## config.mk

```make
export PLATFORM = sky130hd
export DESIGN_NAME = aer_tx_ctrl
export DESIGN_NICKNAME = d
export VERILOG_FILES = /design/src/rtl/snn_aer_pkg.sv /design/src/rtl/sync_2ff.sv /design/src/rtl/aer_tx_ctrl.sv
export SDC_FILE = /design/constraint.sdc
export NUM_CORES = 1
export LEC_CHECK = 0
export BUFFER_PORTS_ARGS = -buffer_cell sky130_fd_sc_hd__buf_4
export CAP_MARGIN = 20
export CELL_PAD_IN_SITES_DETAIL_PLACEMENT = 2
export CELL_PAD_IN_SITES_GLOBAL_PLACEMENT = 2
export CORE_UTILIZATION = 38
export DETAILED_ROUTE_END_ITERATION = 8
export PLACE_DENSITY = 0.88
export SYNTH_ARGS = -nofsm -noshare
export SYNTH_HDL_FRONTEND = slang
export SYNTH_HIERARCHICAL = 1
export SYNTH_SLANG_ARGS = --single-unit
```

## constraint.sdc

```tcl
create_clock -name CLK -period 2.7 [get_ports CLK]
set_input_delay 0.54 -clock CLK [delete_from_list [all_inputs] [get_ports CLK]]
set_output_delay 0.54 -clock CLK [all_outputs]
set_load 0.005 [all_outputs]
```

## src/rtl/snn_aer_pkg.sv

```systemverilog
// rtl/snn_aer_pkg.sv - shared AER link types and constants
package snn_aer_pkg;

   localparam int AER_ADDR_BITS = 10;

   // Address the encoder emits during its reset sequence; the link treats it as ordinary data
   localparam logic [AER_ADDR_BITS-1:0] AER_RST_ADDR = 10'h1FF;

   typedef enum logic [1:0] {
      IDLE   = 2'd0,
      REQ_UP = 2'd1,
      REQ_DN = 2'd2
   } aer_tx_state_t;

   // Width of a counter that must reach timeout-1; a disabled timeout still gets one bit
   function automatic int tmo_cnt_bits(input int timeout);
      return (timeout <= 0) ? 1 : $clog2(timeout + 1);
   endfunction

endpackage

```

## src/rtl/sync_2ff.sv

```systemverilog
// rtl/sync_2ff.sv - generic two-flop synchroniser with asynchronous reset
module sync_2ff #(
   parameter int WIDTH = 1
) (
   input  logic             CLK,
   input  logic             RST,
   input  logic [WIDTH-1:0] d_i,
   output logic [WIDTH-1:0] q_o
);

   logic [WIDTH-1:0] meta_q;
   logic [WIDTH-1:0] sync_q;

   // Two back-to-back flops give the first stage a full cycle to resolve
   always_ff @(posedge CLK or posedge RST) begin
      if (RST) begin
         meta_q <= '0;
         sync_q <= '0;
      end else begin
         meta_q <= d_i;
         sync_q <= meta_q;
      end
   end

   assign q_o = sync_q;

endmodule

```

## src/rtl/aer_tx_ctrl.sv

```systemverilog
// rtl/aer_tx_ctrl.sv - captures encoder AER indices and sends them over a 4-phase REQ/ACK link
module aer_tx_ctrl
   import snn_aer_pkg::*;
#(
   parameter int ADDR_BITS   = AER_ADDR_BITS,
   parameter int ACK_TIMEOUT = 1024,
   parameter int CNT_BITS    = 16
) (
   input  logic                 CLK,
   input  logic                 RST,
   input  logic [ADDR_BITS-1:0] NEXT_INDEX,
   input  logic                 FOUND_NEXT_INDEX,
   output logic                 AERIN_CTRL_BUSY,
   output logic [ADDR_BITS-1:0] AERIN_ADDR,
   output logic                 AERIN_REQ,
   input  logic                 AERIN_ACK,
   input  logic                 CLR_ERR,
   output logic                 TIMEOUT_ERR,
   output logic                 DROP_ERR,
   output logic [CNT_BITS-1:0]  EVENT_CNT
);

   localparam int TMO_BITS = tmo_cnt_bits(ACK_TIMEOUT);
   localparam int TMO_LAST = (ACK_TIMEOUT > 0) ? ACK_TIMEOUT - 1 : 0;
   localparam bit TMO_EN   = (ACK_TIMEOUT > 0);

   aer_tx_state_t        state_q, state_d;
   logic                 ack_s;
   logic                 found_q;
   logic                 strobe;
   logic                 accept;
   logic                 timeout;
   logic                 tmo_set;
   logic                 drop_set;
   logic                 done;
   logic                 req_q, req_d;
   logic [TMO_BITS-1:0]  tmo_q, tmo_d;
   logic [ADDR_BITS-1:0] addr_q, addr_d;
   logic [CNT_BITS-1:0]  cnt_q, cnt_d;
   logic                 tmo_err_q, tmo_err_d;
   logic                 drop_err_q, drop_err_d;

   sync_2ff #(
      .WIDTH (1)
   ) u_ack_sync (
      .CLK (CLK),
      .RST (RST),
      .d_i (AERIN_ACK),
      .q_o (ack_s)
   );

   // Only the first cycle of a 1-2 cycle strobe counts as a new index
   assign strobe   = FOUND_NEXT_INDEX & ~found_q;
   assign accept   = strobe & (state_q == IDLE);
   assign drop_set = strobe & (state_q != IDLE);
   assign timeout  = TMO_EN && (tmo_q == TMO_BITS'(TMO_LAST));

   // Handshake sequencing; ACK is only ever looked at after synchronisation
   always_comb begin
      state_d = state_q;
      tmo_set = 1'b0;
      done    = 1'b0;
      case (state_q)
         IDLE: begin
            if (accept) state_d = REQ_UP;
         end
         REQ_UP: begin
            if (ack_s) begin
               state_d = REQ_DN;
            end else if (timeout) begin
               state_d = IDLE;
               tmo_set = 1'b1;
            end
         end
         REQ_DN: begin
            if (!ack_s) begin
               state_d = IDLE;
               done    = 1'b1;
            end else if (timeout) begin
               state_d = IDLE;
               tmo_set = 1'b1;
            end
         end
         default: state_d = IDLE;
      endcase
      req_d = (state_d == REQ_UP);
   end

   // Datapath next-state: address latch, counters and sticky flags (set beats clear)
   always_comb begin
      addr_d = accept ? NEXT_INDEX : addr_q;
      cnt_d  = done ? cnt_q + CNT_BITS'(1) : cnt_q;
      if (state_d != state_q) begin
         tmo_d = '0;
      end else if (state_q != IDLE) begin
         tmo_d = tmo_q + TMO_BITS'(1);
      end else begin
         tmo_d = '0;
      end
      tmo_err_d  = tmo_set  ? 1'b1 : (CLR_ERR ? 1'b0 : tmo_err_q);
      drop_err_d = drop_set ? 1'b1 : (CLR_ERR ? 1'b0 : drop_err_q);
   end

   // All state drops immediately on reset, abandoning any handshake in flight
   always_ff @(posedge CLK or posedge RST) begin
      if (RST) begin
         state_q    <= IDLE;
         found_q    <= 1'b0;
         req_q      <= 1'b0;
         tmo_q      <= '0;
         addr_q     <= '0;
         cnt_q      <= '0;
         tmo_err_q  <= 1'b0;
         drop_err_q <= 1'b0;
      end else begin
         state_q    <= state_d;
         found_q    <= FOUND_NEXT_INDEX;
         req_q      <= req_d;
         tmo_q      <= tmo_d;
         addr_q     <= addr_d;
         cnt_q      <= cnt_d;
         tmo_err_q  <= tmo_err_d;
         drop_err_q <= drop_err_d;
      end
   end

   // Busy covers the accept cycle combinationally so the encoder never issues into a full link
   assign AERIN_CTRL_BUSY = (state_q != IDLE) | accept;
   assign AERIN_ADDR      = addr_q;
   assign AERIN_REQ       = req_q;
   assign TIMEOUT_ERR     = tmo_err_q;
   assign DROP_ERR        = drop_err_q;
   assign EVENT_CNT       = cnt_q;

endmodule

```

==> summary.md, run 1 <==
| Metric | Value |
|---|---|
| EDFF count, synth | `0` |
| First-pass GRT wire length | `8832 µm` |
| Number of global-route vias before repair | `1672` |
| Die width | `76.31 µm` |
| GRT Total Usage | `19.64%` |
| DRC Markers | `0` |
| Final setup TNS | `0 ns` |
| Largest fanout on the critical path | `11` |
| Placer Congestion | `0.7520` |
| Synth warnings | `6` |
| Cell Rows | `26` |
| Final period util | `77.29%` |
| Synth unique cells | `40` |
| Net Count, Synth | `188` |
| Worst-Skew Late Latency | `0.30 ns` |
| Fill cells | `532` |
| Share of post-route cells with drive strength above 1 | `38.25%` |
| Pin slew with the least headroom to its limit | `0.5670 ns` |
| Clk sink count | `45` |
| Root Buffer | `clkbuf_8` |
| Register area share after synthesis | `53.67%` |
| Setup Skew | `0.007533 ns` |
| Crit. End Element | `register` |
| Post-CTS setup-driven buffer insertion count | `0` |
| Area Growth Syn to Fin | `23.02%` |
| DR WL/cell | `17.76 µm` |
| Antenna diodes | `0` |
| Final WL | `5098 µm` |
| Mapped cell area | `0.002098 mm²` |
| DP HPWL | `3869 µm` |
| Post-Syn Area per Cell | `12.56 µm²` |
| Pins Over Slew Limit | `0` |
| Peak supply drop | `344.2 µV` |
| Status | `finished, final reports clean` |
| Crit path launch type | `register` |
| CTS H-tree depth | `2` |
| Req. time, crit path | `2.91 ns` |
| DRT iter0 DRCs | `47` |
| Final Hold Violating Endpoints | `0` |
| First drt pass iteration count | `2` |
| Die area | `0.005823 mm²` |
| Die height | `76.31 µm` |
| Slew HR | `62.20%` |
| RSZ-0062 raised after global routing | `false` |
| Tmin final | `2.087 ns` |
| Post-CTS Hold Fix Bufs | `0` |
| LEAKAGE | `1.192 nW` |
| I/O pin count | `45` |
| Worst EP arrival | `2.30 ns` |
| Core Area | `0.005205 mm²` |
| Fin nets | `237` |
| Ys async rst share | `100.0%` |
| Prevailing post-synth register cell | `dfrtp_1` |
| HP Class | `in -> async` |
| Initial Util | `40.31%` |
| Initial antenna violation count | `0` |
| GRT Residual Overflow | `0` |
| Clock tree buffer depth | `2` |
| Post_cts resized | `0` |
| TritonCTS clock tree | `yes` |
| Total CTS buffers | `5` |
| Sequential cell area | `0.001126 mm²` |
| F_max | `479.2 MHz` |
| Dpl ws | `0.6519 ns` |
| Final worst slack | `0.6132 ns` |
| Crit Path Category | `reg -> reg` |
| Mapped Cells | `167` |
| Count of final setup violators | `0` |
| Total number of vias | `1478` |
| Area of the multi-input gates | `923.4 µm²` |
| Antenna Violating Nets Remaining | `0` |
| Vias per inst | `5.150` |
| Clock transition at the registers of the reported paths | `0.08 ns` |
| Pwr Density | `783.3 mW/mm²` |
| Number of port buffers | `44` |
| Synth Register Bits | `45` |
| Max-cap violation count | `0` |
| Largest net degree at the start of global routing | `44` |
[cell usage after synthesis (all sizes together) (2+ instances only)]
cell	n	area, µm²
ha	6	75.07
nand4	6	43.79
xnor2	12	105.1
o21ai	3	15.01
and4	2	17.52
dfrtp	45	1126
nor4	2	25.02
nand2	12	45.04
nand3	9	45.04
nor3	13	110.1
xor2	11	96.34
inv	6	22.52
nor2	4	17.52
a21oi	3	18.77
o22ai	2	12.51
mux2	12	138.9
buf	2	22.52
[registers in the layout (all words and copies together), names as in the netlist]
signal and count:
EVENT_CNT 16, tmo_q 11, TIMEOUT_ERR 1, u_ack_sync/q_o 1
AERIN_ADDR 10, found_q 1, u_ack_sync/meta_q 1, AERIN_REQ 1
DROP_ERR 1, state_q 2
[cell type report]
class | count | share of cell area [%]
inverters | 6 | 0.8725
clock buffers | 7 | 2.957
clock inverters | 1 | 0.2908
well taps | 70 | 3.393
repair buffers | 45 | 13.09
flip-flops and latches | 45 | 43.63
multi-input cells | 113 | 35.77
[per-layer routing]
metal	track usage, %	vias up	wire length [µm]
li1	-	684	-
met1	24.67	751	2161
met2	33.87	36	2710
met3	3.832	7	157
met4	6.346	0	70
met5	0	-	0
[per-stage QoR]
| stage | hold slack, ns | utilization [%] | total power, mW | area, µm² | instances |
|---|---|---|---|---|---|
| 2_1_floorplan | 0.2812 | - | 1.334 | 2098 | 167 |
| 3_3_place_gp | 0.3331 | 47.98 | 1.594 | 2497 | 279 |
| 3_5_place_dp | 0.3517 | 47.98 | 1.641 | 2497 | 279 |
| 4_1_cts | 0.09038 | 49.59 | 2.055 | 2581 | 287 |
| 5_1_grt | 0.09556 | 49.59 | 2.141 | 2581 | 287 |
| 6_report | 0.09528 | 49.59 | 2.022 | 2581 | 287 |
[cells by family (layout without fill, tap and decap cells)]
kind of cell	count (synthesis)	after routing	share of synthesized area (%)
AND/OR/NAND/NOR	58	58	18.96
multiplexers	12	12	6.619
AO/OA/AOI/OAI	14	14	5.247
buffers and inverters	9	59	2.325
flip-flops	45	45	53.67
adder cells (fa/ha/maj)	6	6	3.578
XOR/XNOR	23	23	9.600
[power by group]
group | leakage [nW] | switching, mW | internal (mW)
Clock | 0.0385 | 0.225 | 0.183
Combinational | 0.564 | 0.334 | 0.346
Sequential | 0.590 | 0.122 | 0.812
[final timing paths]
check	start	cells after the start	slack, ns	endpoint
setup / recovery	state_q[0]	6	0.61	tmo_q[10]
hold / removal	RST	2	0.1	u_ack_sync/meta_q
setup reg to reg	state_q[0]	6	0.61	tmo_q[10]
hold reg to reg	u_ack_sync/meta_q	0	0.37	u_ack_sync/q_o
max in group asynchronous	RST	3	1.93	tmo_q[4]
min in group CLK	AERIN_ACK	1	0.34	u_ack_sync/meta_q
[layout by cell type (no fill, tap or decap), drive strengths merged, types with 7 or more instances in the layout]
cell     n
dfrtp   45
buf     45
nor3    13
nand2   12
xnor2   12
mux2    12
xor2    11
nand3    9
clkbuf   7
[worst max-delay path: stages (launching register included)]
cell,delay (ns)
dfrtp_1,0.47
inv_1,0.16
ha_1,0.25
mux2_4,0.20
nor2_2,0.04
a2111o_1,0.58
a211oi_2,0.28
No activity file was read; power rests on OpenSTA's default activity.
==> run 2: changes to the inputs <==
--- a/config.mk
+++ b/config.mk
@@ -9,9 +9,9 @@
 export CAP_MARGIN = 20
 export CELL_PAD_IN_SITES_DETAIL_PLACEMENT = 2
 export CELL_PAD_IN_SITES_GLOBAL_PLACEMENT = 2
-export CORE_UTILIZATION = 38
+export CORE_UTILIZATION = 32
 export DETAILED_ROUTE_END_ITERATION = 8
-export PLACE_DENSITY = 0.88
+export PLACE_DENSITY = 0.8
 export SYNTH_ARGS = -nofsm -noshare
 export SYNTH_HDL_FRONTEND = slang
 export SYNTH_HIERARCHICAL = 1
==> constraint.sdc (replaced) <==
create_clock -name CLK -period 1.8 [get_ports CLK]
set_input_delay 0.36 -clock CLK [delete_from_list [all_inputs] [get_ports CLK]]
set_output_delay 0.36 -clock CLK [all_outputs]
set_load 0.005 [all_outputs]
==> run 2 against run 1 <==
  * Non-clock buffer count is 19 higher
  * Clock skew is 0.0015 ns lower
  * Via count is 6.0% higher
  * Sequential share of layout area is 4.1 points lower
  * Critical endpoint is now tmo_q[7]
==> summary.md, run 2 (same netlist as run 1, synthesis figures left out) <==
| Metric | Value |
|---|---|
| Max-cap violation count | `0 (unchanged)` |
| Status | `finished, final reports clean` |
| LEAKAGE | `1.312 nW (+10%)` |
| Most frequent cells in the layout | `buf_4, dfrtp_1, nand2_1, xnor2_1` |
| Pins Over Slew Limit | `0 (unchanged)` |
| Post-layout util | `44.93% (-4.7 points)` |
| Commonest non-fill, non-tap cell in the layout | `buf_4` |
| Final period util | `98.65% (+21 points)` |
| Die height | `82.98 µm (+8.7%)` |
| Placer Congestion | `0.8266 (+9.9%)` |
| DRC Markers | `0 (unchanged)` |
| Top delay family on crit path | `flip-flops` |
| Largest fanout on the critical path | `7 (-4)` |
| Worst Path Buf+Inv | `2 (+1)` |
| Clk sink count | `45 (unchanged)` |
| Crit Path Category | `reg -> reg` |
| Crit path launch | `state_q[0]` |
| R2r setup slk | `0.02 ns (-0.59 ns)` |
| Total number of vias | `1566 (+6.0%)` |
| Hold Crit Depth | `1` |
| Hold_sp | `AERIN_ACK` |
| I/O pin count | `45 (unchanged)` |
| CP max stage delay | `0.44 ns (-0.14 ns)` |
| Clock transition at the registers of the reported paths | `0.08 ns (about the same)` |
| Cell Rows | `29 (+12%)` |
| CTS H-tree depth | `2 (unchanged)` |
| Number of global-route vias before repair | `1736 (+3.8%)` |
| R2r startpoint | `state_q[0]` |
| Initial Util | `33.04% (-7.3 points)` |
| Die area | `0.006885 mm² (+18%)` |
| Req. time, crit path | `2.02 ns (-0.89 ns)` |
| Antenna Violating Nets Remaining | `0 (unchanged)` |
| Clock tree buffer depth | `2 (unchanged)` |
| Final WL | `5520 µm (+8.3%)` |
| Worst-Skew Late Latency | `0.30 ns (about the same)` |
| HP Class | `in -> reg` |
| Tmin final | `1.776 ns (-0.3111 ns)` |
| Initial antenna violation count | `0 (unchanged)` |
| Fin nets | `256 (+8.0%)` |
| Area of the multi-input gates | `0.001003 mm² (+8.7%)` |
| Antenna diodes | `0 (unchanged)` |
| Die width | `82.98 µm (+8.7%)` |
| Slew HR | `72.26% (+10 points)` |
| Count of final setup violators | `0 (unchanged)` |
| Sequential cell area | `0.001129 mm² (+0.22%)` |
| Largest register FFs | `16 (unchanged)` |
| GRT Total Usage | `16.32% (-3.3 points)` |
| Fill cells | `643 (+21%)` |
| Vias per inst | `5.003 (-2.8%)` |
| Setup Skew | `0.006059 ns (-0.001474 ns)` |
| Total CTS buffers | `5 (unchanged)` |
| RSZ-0062 raised after global routing | `true` |
| Pwr Density | `1192 mW/mm² (+52%)` |
| Core Area | `0.006350 mm² (+22%)` |
| Peak supply drop | `664.4 µV (+93%)` |
| Number of port buffers | `44 (unchanged)` |
| GRT Residual Overflow | `0 (unchanged)` |
| Max stage delay cell, worst path | `dfrtp_2` |
| DR WL/cell | `17.64 µm (-0.72%)` |
| Final Hold Violating Endpoints | `0 (unchanged)` |
| Crit path launch type | `register` |
| First drt pass iteration count | `4 (+2)` |
| R2R depth | `7 (+1)` |
| Root Buffer | `clkbuf_8` |
| Final setup TNS | `0 ns (unchanged)` |
| Tot Pwr | `3.399 mW (+68%)` |
| Area Growth Syn to Fin | `35.96%` |
| TritonCTS clock tree | `yes` |
| DP HPWL | `3721 µm (-3.8%)` |
| Hold Path End | `u_ack_sync/meta_q` |
| Share of post-route cells with drive strength above 1 | `47.03% (+8.8 points)` |
| Pin slew with the least headroom to its limit | `0.4127 ns (-0.1543 ns)` |
| First-pass GRT wire length | `8983 µm (+1.7%)` |
| DRT iter0 DRCs | `62 (+32%)` |
| Largest net degree at the start of global routing | `44 (unchanged)` |
| Cell breakdown of the critical path | `inv_2, ha_4, mux2_4, nor2_2, a2111o_1, buf_6, nor3_2` |
| Worst EP arrival | `2.00 ns (-0.30 ns)` |
| Crit. End Element | `register` |
| F_max | `563.2 MHz (+18%)` |
| Worst r2r dst | `tmo_q[7]` |
-- run 2: cell count changes in the layout (fill, tap and decap cells not counted), moves of 3 or more --
cell    before  now
buf_6        0    3
nor3_4       0    3
buf_4       45   58
nor3_2       9    6
ha_4         0    3
ha_1         6    2
-- run 2: how the worst max path moves through the flow --
stage / to / slack, ns / cells after the start
after floorplan: tmo_q[1] / 0.12 / 7
after global placement: EVENT_CNT[13] / 0.06 / 6
after detailed placement: tmo_q[8] / -0.07 / 7
after CTS: tmo_q[4] / -0.002 / 7
after global routing: tmo_q[1] / -0.05 / 7
final: tmo_q[7] / 0.02 / 7
-- run 2: repair_timing --
action,4_1_cts,5_1_grt
pin swaps,1,2
setup endpoints to repair,17,17
gates resized for setup,9,11
hold endpoints to repair,2,0
hold buffers,1,0
setup buffers,1,2
-- run 2: through the flow --
step           setup WS [ns]  instances  hold slack [ns]  cell area [µm²]
3_3_place_gp         0.05601        301           0.2305             2644
4_1_cts            -0.001765        311           0.1549             2779
2_1_floorplan         0.1202        167           0.1012             2098
5_1_grt             -0.04528        313           0.1512             2853
3_5_place_dp        -0.06935        301           0.2397             2644
6_report             0.02431        313           0.1651             2853
-- run 2: power by group --
part           switching (mW)  total, mW  internal (mW)  leakage, nW
combinational           0.634       1.39          0.758        0.680
sequential              0.166       1.39           1.22        0.588
clock                   0.350      0.619          0.270       0.0450
-- run 2: worst register-to-register path, stage by stage (launching register included) --
cell      delay, ns
dfrtp_2        0.44
inv_2          0.10
ha_4           0.16
mux2_4         0.18
nor2_2         0.04
a2111o_1       0.42
buf_6          0.18
nor3_2         0.17
-- run 2: cell type report --
class / count / share of cell area [%]
flip-flops and latches: 45 / 39.56
multi-input cells: 113 / 35.18
repair buffers: 64 / 18.20
well taps: 77 / 3.377
clock buffers: 6 / 2.544
inverters: 6 / 0.7895
clock inverters: 2 / 0.3509
-- run 2: routing by layer --
metal  vias up  track usage, %  wire [µm]
met3         9           3.082        183
li1        725               -          -
met4         0           5.486         76
met2        44           26.38       2709
met1       788           21.99       2550
met5         -               0          0
==> run 3: changes to the inputs <==
--- a/config.mk
+++ b/config.mk
@@ -9,6 +9,7 @@
 export CAP_MARGIN = 20
 export CELL_PAD_IN_SITES_DETAIL_PLACEMENT = 2
 export CELL_PAD_IN_SITES_GLOBAL_PLACEMENT = 2
+export CORE_ASPECT_RATIO = 1.4
 export CORE_UTILIZATION = 32
 export DETAILED_ROUTE_END_ITERATION = 8
 export PLACE_DENSITY = 0.8
==> run 3 against run 2 <==
  * Cell area fell by 0.44%
  * Maximum frequency fell by 0.13%
  * Combinational power down 5%
  * Die area about the same
  * Via count shrank 1.1%
  * Clock power is 47% higher
  * Flip-flop and latch count unchanged
  * Register-to-register slack barely moved
  * Critical endpoint is now tmo_q[10]
  * Largest cell class unchanged
  * Largest power group unchanged
  * Highest routed layer unchanged
==> summary.md, run 3 (same netlist as run 1, synthesis figures left out) <==
| Metric | Value |
|---|---|
| Pwr Density | `1276 mW/mm² (+7.1%)` |
| GRT Total Usage | `15.46% (-0.86 points)` |
| Crit path launch type | `register` |
| Req. time, crit path | `2.03 ns (about the same)` |
| Total CTS buffers | `5 (unchanged)` |
| R2r setup slk | `0.02 ns (about the same)` |
| Final setup TNS | `0 ns (unchanged)` |
| Crit Path Category | `reg -> reg` |
| Commonest non-fill, non-tap cell in the layout | `buf_4` |
| Placer Congestion | `0.7413 (-10%)` |
| Root Buffer | `clkbuf_8` |
| Total number of vias | `1548 (-1.1%)` |
| GRT Residual Overflow | `0 (unchanged)` |
| Post-layout util | `45.42% (+0.49 points)` |
| Pin slew with the least headroom to its limit | `0.5532 ns (+0.1405 ns)` |
| Area Growth Syn to Fin | `35.36%` |
| Antenna Violating Nets Remaining | `0 (unchanged)` |
| Max stage delay cell, worst path | `dfrtp_2` |
| Vias per inst | `5.109 (+2.1%)` |
| Final worst slack | `0.02204 ns (-0.002270 ns)` |
| Crit. End Element | `register` |
| CTS H-tree depth | `2 (unchanged)` |
| Final WL | `5173 µm (-6.3%)` |
| Number of global-route vias before repair | `1659 (-4.4%)` |
| Cell Rows | `34 (+17%)` |
| Largest register FFs | `16 (unchanged)` |
| Max-cap violation count | `0 (unchanged)` |
| Largest net degree at the start of global routing | `44 (unchanged)` |
| Clock power share | `25.2% (+7.0 points)` |
| Tmin final | `1.778 ns (+0.002270 ns)` |
| LEAKAGE | `1.330 nW (+1.3%)` |
| Dpl ws | `-0.007120 ns (+0.06223 ns)` |
| Share of post-route cells with drive strength above 1 | `45.89% (-1.1 points)` |
| Fin nets | `251 (-2.0%)` |
| DRT iter0 DRCs | `44 (-29%)` |
| Setup Skew | `0.005634 ns (-0.0004246 ns)` |
| Initial Util | `33.55% (+0.51 points)` |
| Slew HR | `63.12% (-9.1 points)` |
| I/O pin count | `45 (unchanged)` |
| Die area | `0.006889 mm² (about the same)` |
| Status | `finished, final reports clean` |
| DRC Markers | `0 (unchanged)` |
| Worst-Skew Late Latency | `0.30 ns (about the same)` |
| Cell breakdown of the critical path | `inv_2, ha_2, mux2_4, nor2_2, a2111o_1, buf_12, a211oi_2` |
| Clock tree buffer depth | `2 (unchanged)` |
| Core Area | `0.006254 mm² (-1.5%)` |
| Sw power | `1.118 mW (-2.8%)` |
| TritonCTS clock tree | `yes` |
| DP HPWL | `3467 µm (-6.8%)` |
| Sequential Power Share | `38.3% (-2.5 points)` |
| F_max | `562.4 MHz (-0.13%)` |
| DP Cell Count | `291 (-3.3%)` |
| Antenna diodes | `0 (unchanged)` |
| Peak supply drop | `574.3 µV (-14%)` |
| Most frequent cells in the layout | `buf_4, dfrtp_1, nand2_1, xnor2_1` |
| Fill cells | `640 (-0.47%)` |
| Count of final setup violators | `0 (unchanged)` |
| First drt pass iteration count | `4 (unchanged)` |
| CP max stage delay | `0.46 ns (+0.02 ns)` |
| Die height | `97.81 µm (+18%)` |
| Final Hold Violating Endpoints | `0 (unchanged)` |
| HP Class | `in -> reg` |
| Worst EP arrival | `2.01 ns (about the same)` |
| Cell Int Power | `2.506 mW (+11%)` |
| Clock transition at the registers of the reported paths | `0.09 ns (about the same)` |
| DR WL/cell | `17.07 µm (-3.2%)` |
| Die width | `70.44 µm (-15%)` |
| Largest fanout on the critical path | `11 (+4)` |
| Number of port buffers | `44 (unchanged)` |
| Final period util | `98.78% (+0.13 points)` |
| Fin cells | `303 (-3.2%)` |
| Switching part of the total power | `30.85% (-3.0 points)` |
| Comb power frac | `36.5% (-4.4 points)` |
| Hold slack | `0.1554 ns (-0.009760 ns)` |
| Pins Over Slew Limit | `0 (unchanged)` |
| Clk sink count | `45 (unchanged)` |
| First-pass GRT wire length | `8293 µm (-7.7%)` |
| Initial antenna violation count | `0 (unchanged)` |
[run 3: cell count changes in the layout (fill, tap and decap cells not counted), sizes merged]
cell    before  now
buf         63   58
bufinv       0    2
clkbuf       6    5
inv          6    5
[run 3: final timing paths]
check	depth (start not counted)	to	from
min	1	u_ack_sync/meta_q	AERIN_ACK
max reg2reg	7	tmo_q[10]	state_q[1]
min reg2reg	0	u_ack_sync/q_o	u_ack_sync/meta_q
max	7	tmo_q[10]	state_q[1]
max in group asynchronous	4	state_q[1]	RST
min in group asynchronous	3	u_ack_sync/meta_q	RST
[run 3: per-stage QoR]
stage	total power, mW	cell area [µm²]
floorplan	2.001	2098
global placement	2.574	2613
detailed placement	2.626	2613
CTS	3.591	2791
global route	3.826	2840
finish	3.624	2840
[run 3: metal layers]
metal  wire, µm  track usage [%]  part of all wire [%]
met4         98            5.538                   1.9
met5          0                0                     0
met2       2754            27.62                    53
met1       2135            17.85                    41
met3        185            3.406                   3.6
[run 3: power groups by stage]
stage                     sequential, mW  clock [mW]  combinational, mW
after detailed placement            1.41           0               1.22
after CTS                           1.39       0.937               1.27
after global placement              1.40           0               1.17
after global routing                1.43       0.966               1.43
final                               1.39       0.913               1.32
after floorplan                     1.40           0              0.605
[run 3: final cells by class]
cell class | count | area [µm²] | area share (%)
sequential | 45 | 1129 | 39.74
multi-input combinational | 113 | 982.2 | 34.58
timing repair buffer | 59 | 483.0 | 17.00
tap | 72 | 90.09 | 3.172
clock buffer | 5 | 68.82 | 2.423
clock inverter | 3 | 65.06 | 2.291
inverter | 6 | 22.52 | 0.7930
[run 3: worst max-delay path: cells and delay by family, from the launching register on]
| kind | cells | cell delay [ns] |
|---|---|---|
| flip-flops | 1 | 0.46 |
| AND/OR/NAND/NOR | 1 | 0.04 |
| AO/OA/AOI/OAI | 2 | 0.61 |
| buffers and inverters | 2 | 0.24 |
| multiplexers | 1 | 0.18 |
| adder cells (fa/ha/maj) | 1 | 0.18 |
[run 3: timing repair]
item,4_1_cts,5_1_grt
setup buffers,2,1
endpoints found under the setup margin,17,17
hold buffers,1,0
gates resized for setup,5,8
endpoints found under the hold margin,2,0
pin swaps,1,2
